**src/rtl/pe_palette_arbiter.sv**
```systemverilog
// Arbitrates the single-port palette RAM between the real-time PE read pipeline and the CPU bus.
// The PE wins by default. A starvation counter forces a CPU slot, and read returns are steered by an owner tag.
module pe_palette_arbiter #(
    parameter int ADDR_W   = 9,
    parameter int DATA_W   = 16,
    parameter int MAX_WAIT = 3
) (
    input  logic              clock,
    input  logic              reset,
    input  logic              pe_req,
    input  logic [ADDR_W-1:0] pe_addr,
    output logic              pe_ack,
    output logic              pe_rvalid,
    output logic [DATA_W-1:0] pe_rdata,
    input  logic              cpu_req,
    input  logic              cpu_we,
    input  logic [ADDR_W-1:0] cpu_addr,
    input  logic [DATA_W-1:0] cpu_wdata,
    output logic              cpu_ack,
    output logic              cpu_rvalid,
    output logic [DATA_W-1:0] cpu_rdata,
    output logic              ram_en,
    output logic              ram_we,
    output logic [ADDR_W-1:0] ram_addr,
    output logic [DATA_W-1:0] ram_wdata,
    input  logic [DATA_W-1:0] ram_rdata,
    output logic              pe_stall,
    output logic              pe_overrun
);

    typedef enum logic [1:0] {
        OWN_NONE = 2'd0,
        OWN_PE   = 2'd1,
        OWN_CPU  = 2'd2
    } owner_t;

    localparam logic [3:0] WAIT_LIMIT = 4'(MAX_WAIT);

    logic              grant_pe_s;
    logic              grant_cpu_s;
    logic [3:0]        wait_cnt_r;
    owner_t            owner_r;
    logic [DATA_W-1:0] pe_hold_r;
    logic [DATA_W-1:0] cpu_hold_r;
    logic              pe_stall_r;
    logic              pe_overrun_r;

    // Grant decision: a starved CPU beats the PE, otherwise the PE has priority.
    // No grant is issued while reset is held, so the RAM is never strobed during reset.
    always_comb begin
        grant_pe_s  = 1'b0;
        grant_cpu_s = 1'b0;
        if (reset) begin
            grant_pe_s  = 1'b0;
            grant_cpu_s = 1'b0;
        end else if (cpu_req && (wait_cnt_r == WAIT_LIMIT)) begin
            grant_cpu_s = 1'b1;
        end else if (pe_req) begin
            grant_pe_s = 1'b1;
        end else if (cpu_req) begin
            grant_cpu_s = 1'b1;
        end else begin
            grant_pe_s  = 1'b0;
            grant_cpu_s = 1'b0;
        end
    end

    assign pe_ack  = grant_pe_s;
    assign cpu_ack = grant_cpu_s;

    // RAM port mux: the PE only ever reads, and the CPU passes through. An idle port is driven to zero.
    always_comb begin
        ram_en    = 1'b0;
        ram_we    = 1'b0;
        ram_addr  = {ADDR_W{1'b0}};
        ram_wdata = {DATA_W{1'b0}};
        if (grant_pe_s) begin
            ram_en   = 1'b1;
            ram_addr = pe_addr;
        end else if (grant_cpu_s) begin
            ram_en    = 1'b1;
            ram_we    = cpu_we;
            ram_addr  = cpu_addr;
            ram_wdata = cpu_wdata;
        end else begin
            ram_en = 1'b0;
        end
    end

    // Starvation counter: counts consecutive denied CPU cycles and saturates at the limit.
    always_ff @(posedge clock or posedge reset) begin
        if (reset) begin
            wait_cnt_r <= 4'd0;
        end else if (!cpu_req || grant_cpu_s) begin
            wait_cnt_r <= 4'd0;
        end else if (wait_cnt_r < WAIT_LIMIT) begin
            wait_cnt_r <= wait_cnt_r + 4'd1;
        end else begin
            wait_cnt_r <= wait_cnt_r;
        end
    end

    // Owner tag: records who owns the read data that the RAM returns next cycle.
    always_ff @(posedge clock or posedge reset) begin
        if (reset) begin
            owner_r <= OWN_NONE;
        end else if (grant_pe_s) begin
            owner_r <= OWN_PE;
        end else if (grant_cpu_s && !cpu_we) begin
            owner_r <= OWN_CPU;
        end else begin
            owner_r <= OWN_NONE;
        end
    end

    // Last-delivered data per requester, so the non-owner's rdata holds steady.
    always_ff @(posedge clock or posedge reset) begin
        if (reset) begin
            pe_hold_r  <= {DATA_W{1'b0}};
            cpu_hold_r <= {DATA_W{1'b0}};
        end else begin
            case (owner_r)
                OWN_PE:  pe_hold_r  <= ram_rdata;
                OWN_CPU: cpu_hold_r <= ram_rdata;
                default: begin
                    pe_hold_r  <= pe_hold_r;
                    cpu_hold_r <= cpu_hold_r;
                end
            endcase
        end
    end

    // Return steering: the tagged requester sees the live RAM data, and the other sees its held value.
    always_comb begin
        pe_rvalid  = 1'b0;
        cpu_rvalid = 1'b0;
        pe_rdata   = pe_hold_r;
        cpu_rdata  = cpu_hold_r;
        case (owner_r)
            OWN_PE: begin
                pe_rvalid = 1'b1;
                pe_rdata  = ram_rdata;
            end
            OWN_CPU: begin
                cpu_rvalid = 1'b1;
                cpu_rdata  = ram_rdata;
            end
            default: begin
                pe_rvalid  = 1'b0;
                cpu_rvalid = 1'b0;
            end
        endcase
    end

    // PE denial flags: a one-cycle-late stall pulse and a sticky overrun flag.
    always_ff @(posedge clock or posedge reset) begin
        if (reset) begin
            pe_stall_r   <= 1'b0;
            pe_overrun_r <= 1'b0;
        end else begin
            pe_stall_r   <= pe_req && !grant_pe_s;
            pe_overrun_r <= pe_overrun_r | (pe_req && !grant_pe_s);
        end
    end

    assign pe_stall   = pe_stall_r;
    assign pe_overrun = pe_overrun_r;

endmodule

```
**config.mk**
```make
export PLATFORM = sky130hd
export DESIGN_NAME = pe_palette_arbiter
export DESIGN_NICKNAME = d
export VERILOG_FILES = /design/src/rtl/pe_palette_arbiter.sv
export SDC_FILE = /design/constraint.sdc
export NUM_CORES = 1
export LEC_CHECK = 0
export ABC_AREA = 1
export CAP_MARGIN = 20
export CORE_MARGIN = 2
export CORE_UTILIZATION = 40
export CTS_CLUSTER_DIAMETER = 50
export DETAILED_ROUTE_END_ITERATION = 12
export HOLD_SLACK_MARGIN = 0.08
export PLACE_DENSITY_LB_ADDON = 0.05
export SLEW_MARGIN = 20
export SYNTH_ARGS = -nofsm -noshare
export SYNTH_HDL_FRONTEND = slang
export SYNTH_SLANG_ARGS = --single-unit
```
**constraint.sdc**
```tcl
create_clock -name clock -period 2.8 [get_ports clock]
set_input_delay 0.56 -clock clock [delete_from_list [all_inputs] [get_ports clock]]
set_output_delay 0.56 -clock clock [all_outputs]
set_load 0.005 [all_outputs]
```
Word-level counts from Yosys, hierarchy flattened
Cells that the tools add are included.
- flip-flop bits (word level): 40
- latch bits: 0
- memory bits (writable): 0
- ROM bits: 0
- output and inout port bits: 65
- memories kept: 0
- add/sub/neg operators: 1
- $mul: 0
- divide/modulo/power cells: 0
- magnitude comparators: 1
- eq/ne operators: 3
- shift operators: 0
- multiplexer cells: 23
- bitwise gates (word level): 1
- reduce and logical (&&, ||, !) cells: 8
- operators by type and width (operator ; count):
    $mux W16 ; 4
    $mux W9 ; 2
    $mux W1 ; 13
    $mux W4 ; 2
    $add A4 B1 Y4 const B ; 1
    $eq A4 B2 Y1 const B ; 1
    $lt A4 B2 Y1 const B ; 1
    $mux W2 ; 2
    $logic_and A1 B1 Y1 ; 3
    $logic_not A1 Y1 ; 3
    $eq A2 B1 Y1 const B ; 1
    $eq A2 B2 Y1 const B ; 1
    $reduce_bool A2 Y1 ; 1
    $logic_or A1 B1 Y1 ; 1
    $or A1 B1 Y1 ; 1

Logic depth before layout (Yosys ltp)
- depth in word-level cells: 7
- gate-level depth with buffers: 7
- mapped depth without buffers: 7

Worst setup path after synthesis
Ideal clock, no wire load.
- kind: input port to output port
- start point: input cpu_req
- end point: output ram_wdata[0]
- arrival: 1.077 ns
- setup slack: 1.163 ns
- stages: 5
- path through: inv_1 -> nor2_8 -> nand2_4 -> buf_6 -> nor2_2
- word-level cells in the longest chain between the ends: 6
- elaborated cells between the ends (all ways): 9
- ends and longest elaborated chain (item ; RTL line ; text):
    start, declared ; 15 ; input logic cpu_req,
    $mux W1 ; 60 ; end else if (cpu_req) begin
    $mux W1 ; 58 ; end else if (pe_req) begin
    $mux W1 ; 56 ; end else if (cpu_req && (wait_cnt_r == WAIT_LIMIT)) begin
    $mux W1 ; 53 ; if (reset) begin
    $mux W16 ; 80 ; end else if (grant_cpu_s) begin
    $mux W16 * ; 77 ; if (grant_pe_s) begin
    end, declared ; 25 ; output logic [DATA_W-1:0] ram_wdata,
Every way passes the cells marked *; elsewhere a longest branch is shown, timed or not.

Worst setup path after layout
- start point: input reset
- end point: output pe_ack
- word-level cells in the longest chain between the ends: 1
- ends and longest elaborated chain (item ; RTL line ; text):
    start, declared ; 9 ; input logic reset,
    $mux W1 ; 53 ;
    end, declared ; 12 ; output logic pe_ack,
Every way passes these cells.

==> results.json <==
{
  "status": "completed",
  "synthTopCellsByArea": "dfrtp_1 50%, inv_1 11%, nand2_1 8.1%",
  "drt-wirelength-per-cell_um": 11.2,
  "synth-seq-area-share_pct": 50.2,
  "final_cell_mix": "119 x clkdlybuf4s50_1, 56 x inv_1, 42 x nand2_1",
  "leakage_nw": 1.63,
  "grt_pass1_vias": 1687,
  "core_area_mm2": 0.00475,
  "drc": 0,
  "placed_cells": 418,
  "dr.first_iter.drc_count": 56,
  "maxCapViolCount": 0,
  "final_common_cell": "clkdlybuf4s50_1",
  "setup_violations": 0,
  "place_congestion": 0.729,
  "die_area_mm2": 0.00557,
  "cts.sink_count": 40,
  "io_buffers": 119,
  "setup_ws_ps": 85.6,
  "cts_root_buf": "clkbuf_8",
  "antenna_found_initial": 0,
  "num_antenna_cells": 0,
  "tns_ps": 0,
  "vdd_drop_max_v": 0.000249,
  "drive_gt1_share_pct": 14.5,
  "dp_hpwl_um": 3660,
  "drtPass1Iterations": 4,
  "grt_overflow_total": 0,
  "fmax_mhz": 368,
  "hold_class": "flip-flop to flip-flop",
  "htreeDepth": 2,
  "crit_arrival_ps": 2150,
  "rsz0062_at_grt": "yes",
  "reg2reg_slack_ps": 1280,
  "start_util_pct": 41.9,
  "num-nets-final": 414,
  "maxSlewViolCount": 0,
  "skew_ps": 5.09,
  "cts_setup_buffers": 0,
  "vias_per_cell": 4.32,
  "synth_nets": 289,
  "intPower_mw": 1.28,
  "syn-cell-area_mm2": 0.00199,
  "grt_pass1_wl_um": 7290,
  "cts_resized": 1,
  "powerDensity_mw_per_mm2": 509,
  "worst-slew-pin-transition_ps": 481,
  "die_x_um": 74.6,
  "vias": 1839,
  "p_sw_mw": 0.433,
  "syn_avg_cell_area_um2": 8.56,
  "fin_crit_sh_pct": 96.9,
  "cts_tree": "built",
  "netlist.area_leader.share_pct": 50.2,
  "ys_warn_count": 0,
  "critical_path_required_ps": 2240,
  "netlist_instances": 233,
  "insertion_delay_ps": 290,
  "area_delta_synth_final_pct": 68.4,
  "relSlewSlack_pct": 67.9,
  "instances_no_fill": 426,
  "timing.final.crit_period_ps": 2710,
  "row_count": 25,
  "pre_cts_ws_ps": -25.1,
  "combPwrFrac_pct": 32.4,
  "wl_um": 4780,
  "pwr-share-clk_pct": 26.4,
  "grt_usage_pct": 17.3,
  "end_kind": "output port",
  "ant_nets": 0,
  "hold_viol": 0,
  "cts_hold_buffers": 0,
  "p_seq_share_pct": 41.1,
  "yosysTopAreaCell": "dfrtp_1",
  "clk_pin_slew_ps": 70,
  "synth-seq-cells": 40,
  "grt_max_degree": 41,
  "io-pin-count": 120,
  "numCtsBuffers": 5,
  "finalPower_mw": 1.71,
  "die_h_um": 74.6,
  "hold_ws_ps": 470,
  "synth.distinct_cells": 19,
  "timing_worst_setup_path_type": "input pin to output port",
  "critPathMaxFanout": 11,
  "switching_share_pct": 25.3,
  "start_kind": "input pin",
  "clockBufferDepth": 2
}
## critical path, stage by stage
cell	delay, ps
clkdlybuf4s50_1	520
nor2_1	180
nand2_2	150
buf_4	170
inv_1	70
clkdlybuf4s50_1	510
## synth_stat cells
cell type	number
buf_2	1
buf_4	1
buf_6	6
clkbuf_1	2
dfrtp_1	40
ha_1	1
inv_1	57
nand2_1	43
nand2_2	1
nand2_4	2
nand3_1	12
nor2_1	5
nor2_2	16
nor2_4	3
nor2_8	1
o21ai_0	25
o21ai_1	4
o21ai_2	12
or2_1	1
## state kept, by name (all words and copies together) (netlist names)
signal	cells
cpu_hold_r	16
pe_hold_r	16
wait_cnt_r	4
owner_r	2
pe_overrun	1
pe_stall	1
## per-stage QoR
step                util, %  cell area [um2]
finish                 70.7             3360
global placement       68.3             3250
global route           70.7             3360
floorplan                 -             1990
detailed placement     68.3             3250
CTS                    70.6             3360
## final cells by class
cell class                 count  area, um2
multi-input combinational    126        694
sequential                    40       1000
clock inverter                 2       35.0
fill                         384       1400
clock buffer                   6       72.6
timing repair buffer         128       1260
tap                           67       83.8
inverter                      57        214
## routing by layer
layer | up-vias | GRT usage (%) | part of all wire (%)
met5 | - | 0 | 0
met4 | 0 | 5.36 | 1.1
met3 | 5 | 8.03 | 9.3
met2 | 77 | 29.3 | 48
met1 | 813 | 19.6 | 41
li1 | 944 | - | -
## path summary, 6_finish.rpt
check                         startpoint       endpoint  cells past startpoint
max in group asynchronous          reset  cpu_hold_r[0]                      3
max reg2reg                wait_cnt_r[0]  wait_cnt_r[2]                      7
min in group asynchronous          reset  pe_hold_r[13]                      3
max                                reset         pe_ack                      6
min reg2reg                cpu_hold_r[0]  cpu_hold_r[0]                      2
min                        cpu_hold_r[0]  cpu_hold_r[0]                      2
## power by group through the flow
stage               clock [mW]  combinational, mW  sequential [mW]
global route             0.488              0.612            0.712
finish                   0.452              0.555            0.704
global placement             0              0.555            0.712
detailed placement           0              0.561            0.716
floorplan                    0              0.218            0.709
CTS                      0.468              0.566            0.704
## logic make-up after synthesis
group	synth area share (%)
fa+ha+maj	0.627
buf+inv	15.1
compound gates	12.5
flops	50.2
simple gates	21.5
(Power assumes the default switching activity.)
==> variant (same settings) <==
`ADDR_W`: 9 -> 8.
--- a/src/rtl/pe_palette_arbiter.sv
+++ b/src/rtl/pe_palette_arbiter.sv
@@ -1,7 +1,7 @@
 // Arbitrates the single-port palette RAM between the real-time PE read pipeline and the CPU bus.
 // The PE wins by default. A starvation counter forces a CPU slot, and read returns are steered by an owner tag.
 module pe_palette_arbiter #(
-    parameter int ADDR_W   = 9,
+    parameter int ADDR_W   = 8,
     parameter int DATA_W   = 16,
     parameter int MAX_WAIT = 3
 ) (
Ports: changed (resized cpu_addr, pe_addr and ram_addr); port bits go from 120 to 117. No check against the original RTL was run, so the function may have changed too.
==> variant against the original RTL <==
Routed wire length fell by 4.0%. Sequential cell count did not move. Final area fell by 1.5%. Synthesized cell count fell by 1.3%. Clock power fell by 1%. Hold slack got worse by 86 ps. Combinational power fell by 2%. Power fell by 0.76%. Die area fell by 0.66%. Synthesized area fell by 0.69%. Global-route usage rose by 0.24 points. Setup slack improved by 20 ps. Critical path type unchanged. Highest routed layer unchanged.
==> variant: results (changes against the original RTL) <==
- Fillers: 408 (+6.3%)
- WL/cell: 11.0 µm (-1.9%)
- CTS-repair resized insts: 0 (-1)
- Dpl cells: 409 (-2.2%)
- HPWL Detailed: 3660 µm (+0.18%)
- Gpl congestion: 0.759 (+4.2%)
- Hold Crit Class: input pin to async pin
- Final net count: 403 (-2.7%)
- DR iter-0 viols: 75 (+34%)
- Vias: 1782 (-3.1%)
- Gr usage total: 17.6% (+0.24 points)
- Post-Synthesis Cells: 230 (-1.3%)
- Post-synthesis sequential area ratio: 50.5% (+0.35 points)
- Total Routed Length: 4590 µm (-4.0%)
- Sw Pwr: 0.000425 W (-1.9%)
- Crit path max fanout: 21 (+10)
- Max VDD drop: 0.000208 V (-16%)
- IO buf count: 116 (-2.5%)
- Vias in the first global route: 1729 (+2.5%)
- Skew final: 6.76 ps (+1.67 ps)
- Largest net degree at the start of global routing: 34 (-17%)
- First-pass GRT wire length: 7280 µm (about the same)
- Outcome: complete, no violations
- GRT met1 Usage: 19.2% (-0.42 points)
- Leakage: 1.62 nW (-1.1%)
- Crit path arrival time: 2130 ps (-20 ps)
variant: worst paths after layout:
check | start | to | slack, ps | cells past startpoint
max | cpu_req | ram_wdata[11] | 110 | 6
min | reset | pe_overrun$_DFF_PP0_ | 380 | 2
max reg2reg | wait_cnt_r[0]$_DFFE_PP0P_ | wait_cnt_r[3]$_DFFE_PP0P_ | 1350 | 6
min reg2reg | pe_overrun$_DFF_PP0_ | pe_overrun$_DFF_PP0_ | 460 | 2
max in group asynchronous | reset | cpu_hold_r[8]$_DFF_PP0_ | 1760 | 3
min in group clock | pe_overrun$_DFF_PP0_ | pe_overrun$_DFF_PP0_ | 460 | 2
variant: kinds of logic (layout without fill, tap and decap cells):
| family | Yosys count | count (layout) | synth area share [%] |
|---|---|---|---|
| compound gates | 40 | 40 | 12.4 |
| fa+ha+maj | 1 | 1 | 0.632 |
| buf+inv | 66 | 186 | 15.0 |
| flops | 40 | 40 | 50.5 |
| simple gates | 83 | 83 | 21.4 |
variant: power by group through the flow:
stage | Combinational [W] | Clock, W | Sequential [W]
6_report | 0.000546 | 0.000447 | 0.000704
3_5_place_dp | 0.000553 | 0 | 0.000716
4_1_cts | 0.000556 | 0.000464 | 0.000704
2_1_floorplan | 0.000217 | 0 | 0.000709
3_3_place_gp | 0.000546 | 0 | 0.000712
5_1_grt | 0.000605 | 0.000488 | 0.000713
variant: stage by stage:
stage	utilization [%]	setup slack, ps	instance area (µm²)
2_1_floorplan	-	1170	1980
3_3_place_gp	67.2	67.5	3200
3_5_place_dp	67.2	48.1	3200
4_1_cts	69.5	29.6	3300
5_1_grt	69.6	11.8	3310
6_report	69.6	105	3310
variant: worst max-delay path, stage by stage:
cell and delay [ps]:
clkdlybuf4s50_1 500, inv_1 100, nor2_8 110, nand2_4 200
nor2_2 130, clkdlybuf4s50_1 530
variant: final cells by class:
| cell class | instances | area share [%] |
|---|---|---|
| Timing Repair Buffer | 122 | 36.9 |
| Sequential cell | 40 | 30.3 |
| Multi-Input combinational cell | 124 | 20.7 |
| Inverter | 56 | 6.35 |
| Tap cell | 67 | 2.53 |
| Clock buffer | 6 | 2.19 |
| Clock inverter | 2 | 1.06 |
variant: per-layer routing:
metal	up-vias	wire, µm
met5	-	0
li1	922	-
met1	774	1830
met4	0	76
met3	5	515
met2	81	2170
